### src/rtl/cpu_pkg.sv
// Shared CPU definitions: ALU op encodings, status-flag bit positions and
// register-address width.
package cpu_pkg;

  localparam int unsigned RegAddrW = 4;
  localparam int unsigned AluCtrlW = 3;
  localparam int unsigned NumFlags = 5;

  // Status register layout {C,Z,V,N,GT}
  localparam int unsigned FlagC  = 4;
  localparam int unsigned FlagZ  = 3;
  localparam int unsigned FlagV  = 2;
  localparam int unsigned FlagN  = 1;
  localparam int unsigned FlagGt = 0;

  typedef enum logic [AluCtrlW-1:0] {
    AluAdd = 3'b000,
    AluXor = 3'b001,
    AluSub = 3'b010,
    AluSlt = 3'b011,
    AluSll = 3'b100,
    AluSrl = 3'b101,
    AluMul = 3'b110
  } alu_op_e;

  // Only arithmetic ops produce meaningful flags; logic/shift ops leave them alone.
  function automatic logic alu_sets_flags(logic [AluCtrlW-1:0] op);
    logic res;
    res = 1'b0;
    case (op)
      AluAdd, AluSub, AluMul: res = 1'b1;
      default:                res = 1'b0;
    endcase
    return res;
  endfunction

endpackage

### src/rtl/status_flags_reg.sv
// Status flag register {C,Z,V,N,GT} plus sticky overflow bit.
module status_flags_reg
  import cpu_pkg::*;
(
  input  logic                clk_i,
  input  logic                rst_i,
  input  logic                stall_i,
  input  logic                upd_i,
  input  logic                carry_i,
  input  logic                zero_i,
  input  logic                overflow_i,
  input  logic                negative_i,
  input  logic                gt_i,
  input  logic                ovf_clr_i,
  output logic [NumFlags-1:0] flags_o,
  output logic                ovf_sticky_o
);

  logic [NumFlags-1:0] flags_d, flags_q;
  logic                ovf_d, ovf_q;

  // Next-state: capture ALU flags on update; sticky set beats clear.
  always_comb begin
    flags_d = flags_q;
    ovf_d   = ovf_q;
    if (upd_i) begin
      flags_d[FlagC]  = carry_i;
      flags_d[FlagZ]  = zero_i;
      flags_d[FlagV]  = overflow_i;
      flags_d[FlagN]  = negative_i;
      flags_d[FlagGt] = gt_i;
    end
    if (upd_i && overflow_i) begin
      ovf_d = 1'b1;
    end else if (ovf_clr_i) begin
      ovf_d = 1'b0;
    end
  end

  // State register: reset wins, stall freezes everything including the clear.
  always_ff @(posedge clk_i) begin
    if (rst_i) begin
      flags_q <= '0;
      ovf_q   <= 1'b0;
    end else if (!stall_i) begin
      flags_q <= flags_d;
      ovf_q   <= ovf_d;
    end
  end

  assign flags_o      = flags_q;
  assign ovf_sticky_o = ovf_q;

endmodule

### src/rtl/ex_mem_stage.sv
// EX/MEM pipeline register with status flags and sticky overflow.
module ex_mem_stage
  import cpu_pkg::*;
#(
  parameter int unsigned N  = 24,
  parameter int unsigned RW = RegAddrW
) (
  input  logic                clk,
  input  logic                rst,
  input  logic                stall,
  input  logic                flush,
  input  logic                ex_valid,
  input  logic [N-1:0]        ex_result,
  input  logic                ex_carry,
  input  logic                ex_zero,
  input  logic                ex_gt,
  input  logic                ex_overflow,
  input  logic                ex_negative,
  input  logic [AluCtrlW-1:0] ex_alu_ctrl,
  input  logic                ex_flag_we,
  input  logic [RW-1:0]       ex_rd,
  input  logic [N-1:0]        ex_store_data,
  input  logic                ex_reg_we,
  input  logic                ex_mem_we,
  input  logic                ex_mem_re,
  output logic                mem_valid,
  output logic [N-1:0]        mem_result,
  output logic [N-1:0]        mem_store_data,
  output logic [RW-1:0]       mem_rd,
  output logic                mem_reg_we,
  output logic                mem_mem_we,
  output logic                mem_mem_re,
  output logic [NumFlags-1:0] flags,
  output logic                ovf_sticky,
  input  logic                ovf_clr
);

  logic          valid_d, valid_q;
  logic [N-1:0]  result_d, result_q;
  logic [N-1:0]  store_d, store_q;
  logic [RW-1:0] rd_d, rd_q;
  logic          reg_we_d, reg_we_q;
  logic          mem_we_d, mem_we_q;
  logic          mem_re_d, mem_re_q;
  logic          flag_upd;

  // A real load needs a live slot and a valid arithmetic entry that asks for flags.
  assign flag_upd = !stall && !flush && ex_valid && ex_flag_we && alu_sets_flags(ex_alu_ctrl);

  // Next-state: hold on stall, bubble on flush or invalid entry, else copy.
  always_comb begin
    valid_d  = valid_q;
    result_d = result_q;
    store_d  = store_q;
    rd_d     = rd_q;
    reg_we_d = reg_we_q;
    mem_we_d = mem_we_q;
    mem_re_d = mem_re_q;
    if (!stall) begin
      if (flush || !ex_valid) begin
        valid_d  = 1'b0;
        result_d = '0;
        store_d  = '0;
        rd_d     = '0;
        reg_we_d = 1'b0;
        mem_we_d = 1'b0;
        mem_re_d = 1'b0;
      end else begin
        valid_d  = 1'b1;
        result_d = ex_result;
        store_d  = ex_store_data;
        rd_d     = ex_rd;
        reg_we_d = ex_reg_we;
        mem_we_d = ex_mem_we;
        mem_re_d = ex_mem_re;
      end
    end
  end

  // Pipeline register with synchronous reset; in-flight entry is dropped on reset.
  always_ff @(posedge clk) begin
    if (rst) begin
      valid_q  <= 1'b0;
      result_q <= '0;
      store_q  <= '0;
      rd_q     <= '0;
      reg_we_q <= 1'b0;
      mem_we_q <= 1'b0;
      mem_re_q <= 1'b0;
    end else begin
      valid_q  <= valid_d;
      result_q <= result_d;
      store_q  <= store_d;
      rd_q     <= rd_d;
      reg_we_q <= reg_we_d;
      mem_we_q <= mem_we_d;
      mem_re_q <= mem_re_d;
    end
  end

  status_flags_reg u_status_flags_reg (
    .clk_i        (clk),
    .rst_i        (rst),
    .stall_i      (stall),
    .upd_i        (flag_upd),
    .carry_i      (ex_carry),
    .zero_i       (ex_zero),
    .overflow_i   (ex_overflow),
    .negative_i   (ex_negative),
    .gt_i         (ex_gt),
    .ovf_clr_i    (ovf_clr),
    .flags_o      (flags),
    .ovf_sticky_o (ovf_sticky)
  );

  assign mem_valid      = valid_q;
  assign mem_result     = result_q;
  assign mem_store_data = store_q;
  assign mem_rd         = rd_q;
  assign mem_reg_we     = reg_we_q;
  assign mem_mem_we     = mem_we_q;
  assign mem_mem_re     = mem_re_q;

endmodule

### config.mk
export PLATFORM = sky130hd
export DESIGN_NAME = ex_mem_stage
export DESIGN_NICKNAME = d
export VERILOG_FILES = /design/src/rtl/cpu_pkg.sv /design/src/rtl/status_flags_reg.sv /design/src/rtl/ex_mem_stage.sv
export SDC_FILE = /design/constraint.sdc
export NUM_CORES = 1
export LEC_CHECK = 0
export ABC_AREA = 1
export BUFFER_PORTS_ARGS = -buffer_cell sky130_fd_sc_hd__buf_4
export CORE_MARGIN = 2
export CORE_UTILIZATION = 47
export CTS_CLUSTER_SIZE = 16
export DETAILED_ROUTE_END_ITERATION = 10
export PLACE_DENSITY_LB_ADDON = 0.1
export SLEW_MARGIN = 20
export SYNTH_ARGS = -nofsm -noshare
export SYNTH_HDL_FRONTEND = slang
export SYNTH_HIERARCHICAL = 1
export SYNTH_SLANG_ARGS = --single-unit
export TNS_END_PERCENT = 100
### constraint.sdc
create_clock -name clk -period 2 [get_ports clk]
set_input_delay 0.3 -clock clk [delete_from_list [all_inputs] [get_ports clk]]
set_output_delay 0.3 -clock clk [all_outputs]
set_load 0.05 [all_outputs]
==> Yosys cells after proc, flatten, opt, wreduce, memory -nomap -nowiden <==
Cells that the tools add are included.
{ "totals": {"out_inout_bits": 62, "reg_bits": 62} }
{ "classes": {"eq_ne": 2, "n_bitwise": 1, "n_reduce_logical": 14, "muxes": 10} }
{ "ops": {"columns": ["operator", "n"], "rows": [
  ["$mux W24", 2],
  ["$mux W1", 7],
  ["$logic_and A1 B1 Y1", 5],
  ["$mux W4", 1],
  ["$reduce_and A2 Y1", 2],
  ["$eq A3 B2 Y1 const B", 1],
  ["$eq A3 B3 Y1 const B", 1],
  ["$logic_not A1 Y1", 3],
  ["$logic_not A3 Y1", 1],
  ["$reduce_or A3 Y1", 1],
  ["$reduce_bool A2 Y1", 1],
  ["$logic_or A1 B1 Y1", 1],
  ["$not A1 Y1", 1]
]} }

==> Longest topological paths before layout <==
{ "depth": {"depth_word": 8, "depth_mapped": 8} }

==> Cells and area by module <==
Netlist, hierarchy kept.
{ "modules_own_cells": {"columns": ["mod", "cells_per_inst", "area_per_inst_um2", "instances"], "rows": [
  ["ex_mem_stage", 253, 2059.5, 1],
  ["status_flags_reg", 32, 239.0, 1]
]} }

==> Worst setup path before layout <==
Ideal clock, no wire load.
{ "synth_path": {"path_kind": "input to register", "startpoint": "in ex_valid", "endpoint": "reg u_status_flags_reg.flags_q[0], in the netlist u_status_flags_reg/flags_o[0]", "stages": 8, "setup_slack_ps": 640, "t_arrival_ps": 1295, "required_ps": 1936, "setup_time_ps": 64, "path_buffers": 2, "cell_sequence": "buf_2 -> buf_2 -> nand2_1 -> nor2_1 -> nand2_2 -> inv_2 -> nor2_1 -> nor2_1"} }
{ "synth_between": {"elab_chain_cells": 4} }
{ "synth_lines": {"columns": ["item", "line", "rtl"], "rows": [
  ["start, declared", "ex_mem_stage.sv:12", "input logic ex_valid,"],
  ["$logic_and A1 B1 Y1 (3 in series)", "ex_mem_stage.sv:48", "assign flag_upd = !stall && !flush && ex_valid && ex_flag_we && alu_sets_flags(ex_alu_ctrl);"],
  ["net flag_upd", "ex_mem_stage.sv:45", "logic flag_upd;"],
  ["$reduce_and A2 Y1 (no source line)", null, null],
  ["end signal, assigned", "status_flags_reg.sv:46", "flags_q <= flags_d;"],
  ["end, declared", "status_flags_reg.sv:19", "logic [NumFlags-1:0] flags_d, flags_q;"]
]} }
The timed path passes the listed nets, and every way through them passes these cells.
A chain may end at the register's enable or synchronous reset.

==> Worst setup path after layout <==
{ "layout_path": {"startpoint": "reg u_status_flags_reg.flags_q[2], in the netlist u_status_flags_reg/flags_o[2]", "endpoint": "out flags[2]"} }
{ "layout_lines": {"columns": ["item", "line", "rtl"], "rows": [
  ["end, declared", "ex_mem_stage.sv:33", "output logic [NumFlags-1:0] flags,"]
]} }
No word-level cell between the ends.

==> results.json <==
{
  "outcome": "finished, final reports clean",
  "grt_pass1_wl_mm": 9.31,
  "ys_ff_latch": 62,
  "grt_pass1_vias": 2110,
  "h-tree-depth": 3,
  "maxSlewHeadroom_pct": 67.8,
  "die_w_um": 73.9,
  "grt_max_degree": 50,
  "drive_gt1_share_pct": 37.5,
  "critPathRequiredTime_ns": 1.70,
  "fin_skew_ns": 0,
  "row_count": 25,
  "cts_resized": 0,
  "postSynthCellCount": 285,
  "cp_num_buf_inv": 1,
  "grt_remaining_overflow": 0,
  "p_leak_nw": 1.49,
  "r2r-start": "mem_store_data[7]$_SDFFE_PP0N_",
  "yosys_warnings": 6,
  "final-hold-violation-count": 0,
  "post_cts_buffers": 0,
  "initial_core_util_pct": 48.7,
  "tns_ns": 0,
  "vias": 2402,
  "cts_tree": "yes",
  "r2r_end": "mem_store_data[7]$_SDFFE_PP0N_",
  "fill_cells": 427,
  "hold_buffers": 0,
  "maxSlewViolCount": 0,
  "grt_usage_pct": 22.2,
  "diodes": 0,
  "post-route-util_pct": 72.6,
  "fmax_mhz": 848,
  "io_buffers": 131,
  "rrSetupSlack_ns": 1.36,
  "power_mw": 2.58,
  "cts-root-buf": "clkbuf_8",
  "layoutNonFillerInstCount": 480,
  "wire_per_inst_um": 12.6,
  "worstSkewPairLatency_ns": 0.33,
  "rsz0062_at_grt": "false",
  "critPathTopFamily": "flip-flops",
  "cap_violations": 0,
  "slowest_delay_ns": 0.35,
  "cp_max_fo": 2,
  "drc": 0,
  "min_to": "u_status_flags_reg/ovf_sticky_o$_SDFFE_PP0P_",
  "hold_path_depth": 4,
  "worst_pin_slew_ns": 0.484,
  "die_area_mm2": 0.00547,
  "period_share_pct": 59.0,
  "synth_area_per_cell_um2": 8.06,
  "numClockSinks": 62,
  "nets": 478,
  "peakVddDrop_mv": 0.570,
  "hp-start": "ovf_clr",
  "drt_iter0_markers": 153,
  "dp.cells": 464,
  "worstPathArrival_ns": 0.88,
  "hold_class": "in2reg",
  "drt-pass1-iter-count": 4,
  "wl_mm": 6.05,
  "synth-seq-area-share_pct": 54.0,
  "vias_per_cell": 5.00,
  "setup_violations": 0,
  "ant_nets": 0,
  "cp-end-kind": "primary output",
  "crit_type": "reg2out",
  "syn-num-nets": 355,
  "io_pins": 132,
  "place_hpwl_mm": 4.05,
  "period_needed_ns": 1.18,
  "dieHeight_um": 73.9,
  "cts_buffer_depth": 2,
  "crit_chain": "buf_4",
  "numCtsBuffers": 9,
  "start_kind": "register",
  "reg2regPathDepth": 2,
  "slowest_stage": "dfxtp_1",
  "core-area_mm2": 0.00472,
  "path_clk_slew_ns": 0.06,
  "yosys.cell_types.count": 15,
  "routabilityCongestion": 0.743,
  "powerDensity_mw_per_mm2": 753,
  "antenna_found_initial": 0,
  "synthesis.area_mm2": 0.00230,
  "area_growth_pct": 49.3
}
-- synthesized netlist by cell type --
master | number | area [um^2]
nand2_1 | 65 | 244
dfxtp_1 | 62 | 1240
a21oi_1 | 58 | 290
nand3_1 | 56 | 280
buf_2 | 10 | 50.1
nor2_1 | 9 | 33.8
buf_1 | 5 | 18.8
nand3b_1 | 5 | 37.5
buf_6 | 4 | 45.0
buf_4 | 3 | 22.5
clkbuf_1 | 2 | 7.51
inv_1 | 2 | 7.51
inv_2 | 2 | 7.51
nand2_2 | 1 | 6.26
nor2_2 | 1 | 6.26
-- cell type report --
class	count	area [um^2]	area share, %
flip-flops and latches	62	1240	36.2
inverters	4	15.0	0.438
well taps	67	83.8	2.44
clock inverters	5	25.0	0.729
repair buffers	136	1020	29.8
clock buffers	11	141	4.12
multi-input cells	195	903	26.3
-- through the flow --
step                      cell area [um^2]  worst slack, ns  hold WS, ns
after floorplan                       2300            0.640        0.369
after global placement                3260            0.616        0.446
after detailed placement              3260            0.566        0.453
after CTS                             3430            0.805        0.226
after global routing                  3430            0.775        0.236
final                                 3430            0.821        0.242
-- worst max-delay path by stage --
| stage | slack [ns] | cells after the start | to | start |
|---|---|---|---|---|
| 2_1_floorplan | 0.64 | 8 | u_status_flags_reg/flags_o[0]$_SDFFE_PP0P_ | ex_valid |
| 6_report | 0.82 | 1 | flags[2] | u_status_flags_reg/flags_o[2]$_SDFFE_PP0P_ |
| 4_1_cts | 0.81 | 1 | mem_store_data[18] | mem_store_data[18]$_SDFFE_PP0N_ |
| 3_3_place_gp | 0.62 | 7 | u_status_flags_reg/flags_o[4]$_SDFFE_PP0P_ | ex_valid |
| 3_5_place_dp | 0.57 | 7 | u_status_flags_reg/flags_o[3]$_SDFFE_PP0P_ | ex_valid |
| 5_1_grt | 0.78 | 1 | flags[2] | u_status_flags_reg/flags_o[2]$_SDFFE_PP0P_ |
-- flip-flops by register name (all words and copies together), names as in the netlist, 4 cells and up --
register                    cells
mem_result                     24
mem_store_data                 24
u_status_flags_reg/flags_o      5
mem_rd                          4
-- layer usage --
layer / vias to the layer above / routed length [um] / global-route usage [%]
li1: 1199 / - / -
met1: 1088 / 2570 / 26.1
met2: 107 / 2840 / 36.0
met3: 8 / 547 / 7.72
met4: 0 / 99 / 11.7
met5: - / 0 / 0
-- layout by cell type, fill, tap and decap left out --
cell type  Yosys  final
inv_1          2      2
nand3b_1       5      5
clkbuf_8       0     10
buf_4          3    136
nand2_2        1      1
nor2_1         9      9
clkinv_2       0      5
clkbuf_1       2      1
nand3_1       56     56
inv_2          2      2
nand2_1       65     65
nor2_4         0      1
a21oi_1       58     58
dfxtp_1       62     62
-- cell families after synthesis --
kind of cell	synth area share [%]
AO/OA/AOI/OAI	12.6
buffers and inverters	6.91
flip-flops	54.0
AND/OR/NAND/NOR	26.5
-- where the power goes --
part	total [mW]	internal, mW	leakage (nW)	switching, mW
Sequential	1.28	1.26	0.502	0.0142
Combinational	0.375	0.153	0.890	0.223
Clock	0.931	0.472	0.0926	0.459
Total	2.58	1.89	1.49	0.696
(Power assumes the default switching activity.)
